File: config.mk
export PLATFORM = sky130hd
export DESIGN_NAME = wrr_burst_arbiter
export DESIGN_NICKNAME = d
export VERILOG_FILES = /design/src/rtl/wrr_burst_arbiter.sv
export SDC_FILE = /design/constraint.sdc
export NUM_CORES = 1
export LEC_CHECK = 0
export BUFFER_PORTS_ARGS = -buffer_cell sky130_fd_sc_hd__buf_2
export CORE_MARGIN = 4
export CORE_UTILIZATION = 45
export CTS_CLUSTER_DIAMETER = 50
export DETAILED_ROUTE_END_ITERATION = 12
export PLACE_DENSITY = 0.76
export REMOVE_ABC_BUFFERS = 1
export SLEW_MARGIN = 5
export SYNTH_ARGS = -nofsm -noshare
export SYNTH_HDL_FRONTEND = slang
export SYNTH_SLANG_ARGS = --single-unit
export TNS_END_PERCENT = 100
File: constraint.sdc
create_clock -name clk -period 6.39 [get_ports clk]
set_input_delay 0 -clock clk [delete_from_list [all_inputs] [get_ports clk]]
set_output_delay 0 -clock clk [all_outputs]
set_load 0.02 [all_outputs]
File: src/rtl/wrr_burst_arbiter.sv
// Weighted round-robin arbiter: each winner holds a registered one-hot grant for up
// to weight[i] cycles, then priority rotates to the channel after it.
module wrr_burst_arbiter #(
    parameter int CHANNELS = 8,
    parameter int WIDTH    = 32,
    parameter int IDX_W    = (CHANNELS > 1) ? $clog2(CHANNELS) : 1
) (
    input  logic                      clk,
    input  logic                      reset,
    input  logic [CHANNELS-1:0]       request,
    input  logic [CHANNELS*WIDTH-1:0] weight,
    input  logic                      wrr_en,
    output logic [CHANNELS-1:0]       grant,
    output logic [IDX_W-1:0]          grant_id,
    output logic                      grant_valid
);

    typedef enum logic {IDLE, BUSY} state_t;

    localparam logic [IDX_W:0]   CHAN_CNT = (IDX_W+1)'(CHANNELS);
    localparam logic [IDX_W-1:0] LAST_IDX = IDX_W'(CHANNELS - 1);

    state_t              state, state_n;
    logic [IDX_W-1:0]    ptr, ptr_n;
    logic [IDX_W-1:0]    base, next_ptr, winner, grant_id_n;
    logic [WIDTH-1:0]    credit, credit_n, load_val;
    logic [CHANNELS-1:0] grant_n;
    logic                found, burst_end, start;
    logic [IDX_W:0]      sum;
    logic [WIDTH-1:0]    weight_arr [CHANNELS];

    for (genvar i = 0; i < CHANNELS; i++) begin : g_weight
        assign weight_arr[i] = weight[i*WIDTH +: WIDTH];
    end

    assign next_ptr  = (grant_id == LAST_IDX) ? '0 : grant_id + 1'b1;
    assign burst_end = (credit == WIDTH'(1)) || !request[grant_id];
    // At burst end the search starts just past the owner, making it lowest priority.
    assign base      = (state == BUSY) ? next_ptr : ptr;

    // Circular priority search; scanning offsets downward lets the closest requester win.
    always_comb begin
        found  = 1'b0;
        winner = '0;
        sum    = '0;
        for (int k = CHANNELS - 1; k >= 0; k--) begin
            sum = {1'b0, base} + (IDX_W+1)'(k);
            if (sum >= CHAN_CNT)
                sum = sum - CHAN_CNT;
            if (request[sum[IDX_W-1:0]]) begin
                found  = 1'b1;
                winner = sum[IDX_W-1:0];
            end
        end
    end

    // Weight 0 and plain mode both degrade to a single-cycle burst.
    assign load_val = (wrr_en && weight_arr[winner] != '0) ? weight_arr[winner] : WIDTH'(1);

    // NOTE: every always_comb output gets a default first so no path can infer a latch.
    always_comb begin
        state_n    = state;
        ptr_n      = ptr;
        credit_n   = credit;
        grant_n    = grant;
        grant_id_n = grant_id;
        start      = 1'b0;
        case (state)
            IDLE: start = found;
            BUSY: begin
                if (!burst_end) begin
                    credit_n = credit - 1'b1;
                end else begin
                    ptr_n = next_ptr;
                    if (found) begin
                        start = 1'b1;
                    end else begin
                        state_n    = IDLE;
                        grant_n    = '0;
                        grant_id_n = '0;
                        credit_n   = '0;
                    end
                end
            end
            default: state_n = IDLE;
        endcase
        if (start) begin
            state_n         = BUSY;
            grant_n         = '0;
            grant_n[winner] = 1'b1;
            grant_id_n      = winner;
            credit_n        = load_val;
        end
    end

    // NOTE: sequential state uses non-blocking assignments so all registers update together.
    always_ff @(posedge clk) begin
        if (!reset) begin
            state       <= IDLE;
            ptr         <= '0;
            credit      <= '0;
            grant       <= '0;
            grant_id    <= '0;
            grant_valid <= 1'b0;
        end else begin
            state       <= state_n;
            ptr         <= ptr_n;
            credit      <= credit_n;
            grant       <= grant_n;
            grant_id    <= grant_id_n;
            grant_valid <= |grant_n;
        end
    end

endmodule

==> flow_summary.ini <==
[power]
comb_power_share_pct = 86.2
vdd_drop_max_v = 0.0004794
power.share.sequential_pct = 9.0
p_total_mw = 5.464
power_switching_mw = 3.341
p_sw_share_pct = 61.14
leakage_nw = 3.359
p_int_mw = 2.123
power_density_nw_per_um2 = 675.8
clkPwrFrac_pct = 4.8

[sta]
maxSlewHeadroom_pct = 28.00
clock_skew_ns = 0.01035
final.setup.tns_ns = 0
final_max_slew_viol_count = 0
rsz0062_at_grt = false
finalHoldViolations = 0
max_freq_mhz = 175.7
period_minus_slack_ns = 5.691
setup_viol = 0
worst_slew_pin_slew_ns = 1.077
fin_crit_sh_pct = 89.06

[critical_path]
cpPeakStageDelay_ns = 0.61
cp-start-kind = flip-flop
cp_max_fo = 43
cp.required_ns = 6.61
crit_type = reg2reg
cp_top_family = compound AO/OA/AOI/OAI gates
critPathArrivalTime_ns = 5.91
startpoint = grant_id[0]
critPathCaptureType = flip-flop
crit_buf_inv = 2
crit_top_cell = ha_1
path_cells = ha_1 -> ha_1 -> nor3b_4 -> nor2_8 -> ha_1 -> clkinv_1 -> mux4_2 -> a32oi_1 -> o31ai_1 -> o21ai_4 -> buf_4 -> a21boi_0 -> a2111oi_0 -> nand4b_1 -> nand2_1 -> nor4_1 -> nand4_1 -> a31oi_1
critPathSlowestCell = ha_1
regToRegStartpoint = grant_id[0]

[floorplan]
die_width_um = 128.3
die_area_um2 = 16450
core-area_um2 = 14040
start_util_pct = 46.34
row_count = 43
io-pin-count = 279
die_h_um = 128.3

[global_route]
globalRouteOverflowTotal = 0
grt_max_degree = 71
grt_first_pass_wirelength_um = 43730
grt_use_total_pct = 33.15
antenna_found_initial = 3
grt_pass1_vias = 8058

[synthesis]
async_flop_share_pct = 0
synth.avg_cell_area_um2 = 6.916
ys_ff_latch = 48
yosys_most_used_dff = dfxtp_1
synth.distinct_cells = 86
syn_inst = 941
synth.area.top_cells = dfxtp_1, nand3_1, o21ai_0
ys_warn_count = 0
synth.top_cell.area_share_pct = 14.77
synth_edf_count = 0
synth_top_area_cell = dfxtp_1
netlist_area_um2 = 6507
synth_seq_area_share_pct = 14.77

[min_path]
hp-class = in2reg
hold_path_startpoint = wrr_en

[outcome]
outcome = completed

[routing]
first_pass_iters = 6
drt_wl_total_um = 28780
postRouteAntennaNets = 0
wl_per_cell_um = 21.41
via_per_inst = 6.574
route.detailed.drc = 0
drtIter0Drc = 1115
vias = 8836

[placement]
gp_congestion = 1.006
numPortBuffers = 278
place_hpwl_um = 22760

[cells_and_area]
fill_cells = 1429
drive_above_1_share_pct = 30.90
num-nets-final = 1434
synthToLayoutAreaGrowth_pct = 24.25

[clock_network]
cts_tree = built
cts.path.max_buffers = 2
cts_resized = 0
cts_buffers = 5
cts_setup_buffers = 0
clk_latency_ns = 0.29
ctsHoldBuffers = 0
cts.clk_slew.worst_paths_ns = 0.07
cts_sinks = 48
htree_levels = 2
root_buffer = clkbuf_16

[run]
maxCapViolations = 0
[layer usage]
metal  GRT usage (%)  vias up  share of wire [%]
li1                -     4052                  -
met1           45.75     4124                 41
met2           51.67      574                 45
met3           6.208       82                 10
met4           11.49        4                3.7
met5               0        -              0.090
[power by group through the flow]
stage	Sequential, mW	Clock [mW]	Combinational (mW)
after global routing	0.500	0.277	5.06
after global placement	0.487	0	4.56
after floorplan	0.494	0	3.03
after CTS	0.486	0.265	4.59
after detailed placement	0.490	0	4.59
final	0.490	0.264	4.71
[Yosys cell counts, types with 3 or more instances]
library cell	n
nand3_1	148
o21ai_0	109
nand2_1	93
clkbuf_1	63
dfxtp_1	48
nor2_1	48
a21oi_1	41
mux2i_1	27
and2_1	23
a21boi_0	20
a2111oi_0	18
a32oi_1	18
nand4b_1	18
nor3_1	18
nor2b_1	15
o221ai_1	14
a22oi_1	13
buf_2	13
or3_1	13
nor4_1	12
inv_1	9
mux4_2	9
a311oi_1	8
mux2_2	8
o21a_1	8
ha_1	6
nand2b_1	6
nand4_1	6
o211ai_1	6
or4_1	6
buf_4	5
o21ai_1	5
a21oi_2	4
a31oi_1	4
buf_6	4
o22ai_1	4
a2111o_1	3
a221oi_1	3
and3_1	3
o31ai_1	3
[kinds of logic (layout without fill, tap and decap cells)]
family                   count (synthesis)  after routing  share of synthesized area [%]
adder cells (fa/ha/maj)                  6              6                          1.154
flip-flops                              48             48                          14.77
multiplexers                            46             46                          9.460
other                                    0              2                              0
AND/OR/NAND/NOR                        427            427                          34.49
XOR/XNOR                                 2              2                         0.2692
AO/OA/AOI/OAI                          313            313                          33.07
buffers and inverters                   99            320                          6.787
[state kept, by name (all words and copies together) (netlist names)]
register and cells:
grant 8, state 1, credit 32, ptr 3
grant_valid 1, grant_id 3
[tightest hold or removal path: stages]
cell and delay (ns):
buf_2 0.13, nand2_1 0.06, o21ai_0 0.11, a31oi_1 0.14
[metrics by stage]
| stage | area [um^2] | utilization [%] | hold WS (ns) | instances | setup WS, ns |
|---|---|---|---|---|---|
| global route | 8083 | 57.56 | 0.1944 | 1343 | 0.2784 |
| floorplan | 6116 | - | 0.1175 | 854 | -1.853 |
| CTS | 8080 | 57.54 | 0.1727 | 1342 | 0.7853 |
| global placement | 7936 | 56.52 | 0.4231 | 1334 | 0.9251 |
| detailed placement | 7936 | 56.52 | 0.4211 | 1334 | 0.8065 |
| finish | 8085 | 57.58 | 0.1856 | 1344 | 0.6989 |
[final timing paths]
kind	to	slack (ns)	depth (start not counted)
setup / recovery	credit[0]	0.70	18
hold reg to reg	ptr[0]	0.50	2
hold / removal	credit[0]	0.19	4
setup reg to reg	credit[0]	0.70	18
[placed cells by master, fill, tap and decap left out, types with 6 or more instances in the layout]
cell type,n
buf_4,21
mux4_2,9
nor4_1,11
o21ai_0,109
nand4_1,6
mux2_2,8
or3_1,13
ha_1,6
a2111oi_0,18
nor3_1,18
mux2i_1,27
a32oi_1,18
a21oi_1,41
nor2b_1,15
inv_1,9
or4_1,6
nand3_1,148
o221ai_1,14
dfxtp_1,48
o21a_1,7
a311oi_1,8
nand2_1,93
buf_2,278
o211ai_1,6
nand4b_1,18
and2_1,23
a21boi_0,20
nor2_1,48
nand2b_1,6
a22oi_1,13
[final cells by class]
class                   instances  area (um^2)  share of cell area, %
diodes                          2        5.005                0.06190
flip-flops and latches         48        960.9                  11.88
repair buffers                300         1569                  19.41
inverters                      12        50.05                 0.6190
clock inverters                 3        18.77                 0.2321
clock buffers                   5        125.1                  1.548
multi-input cells             794         5131                  63.46
well taps                     180        225.2                  2.786
No activity file was read; power rests on OpenSTA's default activity.
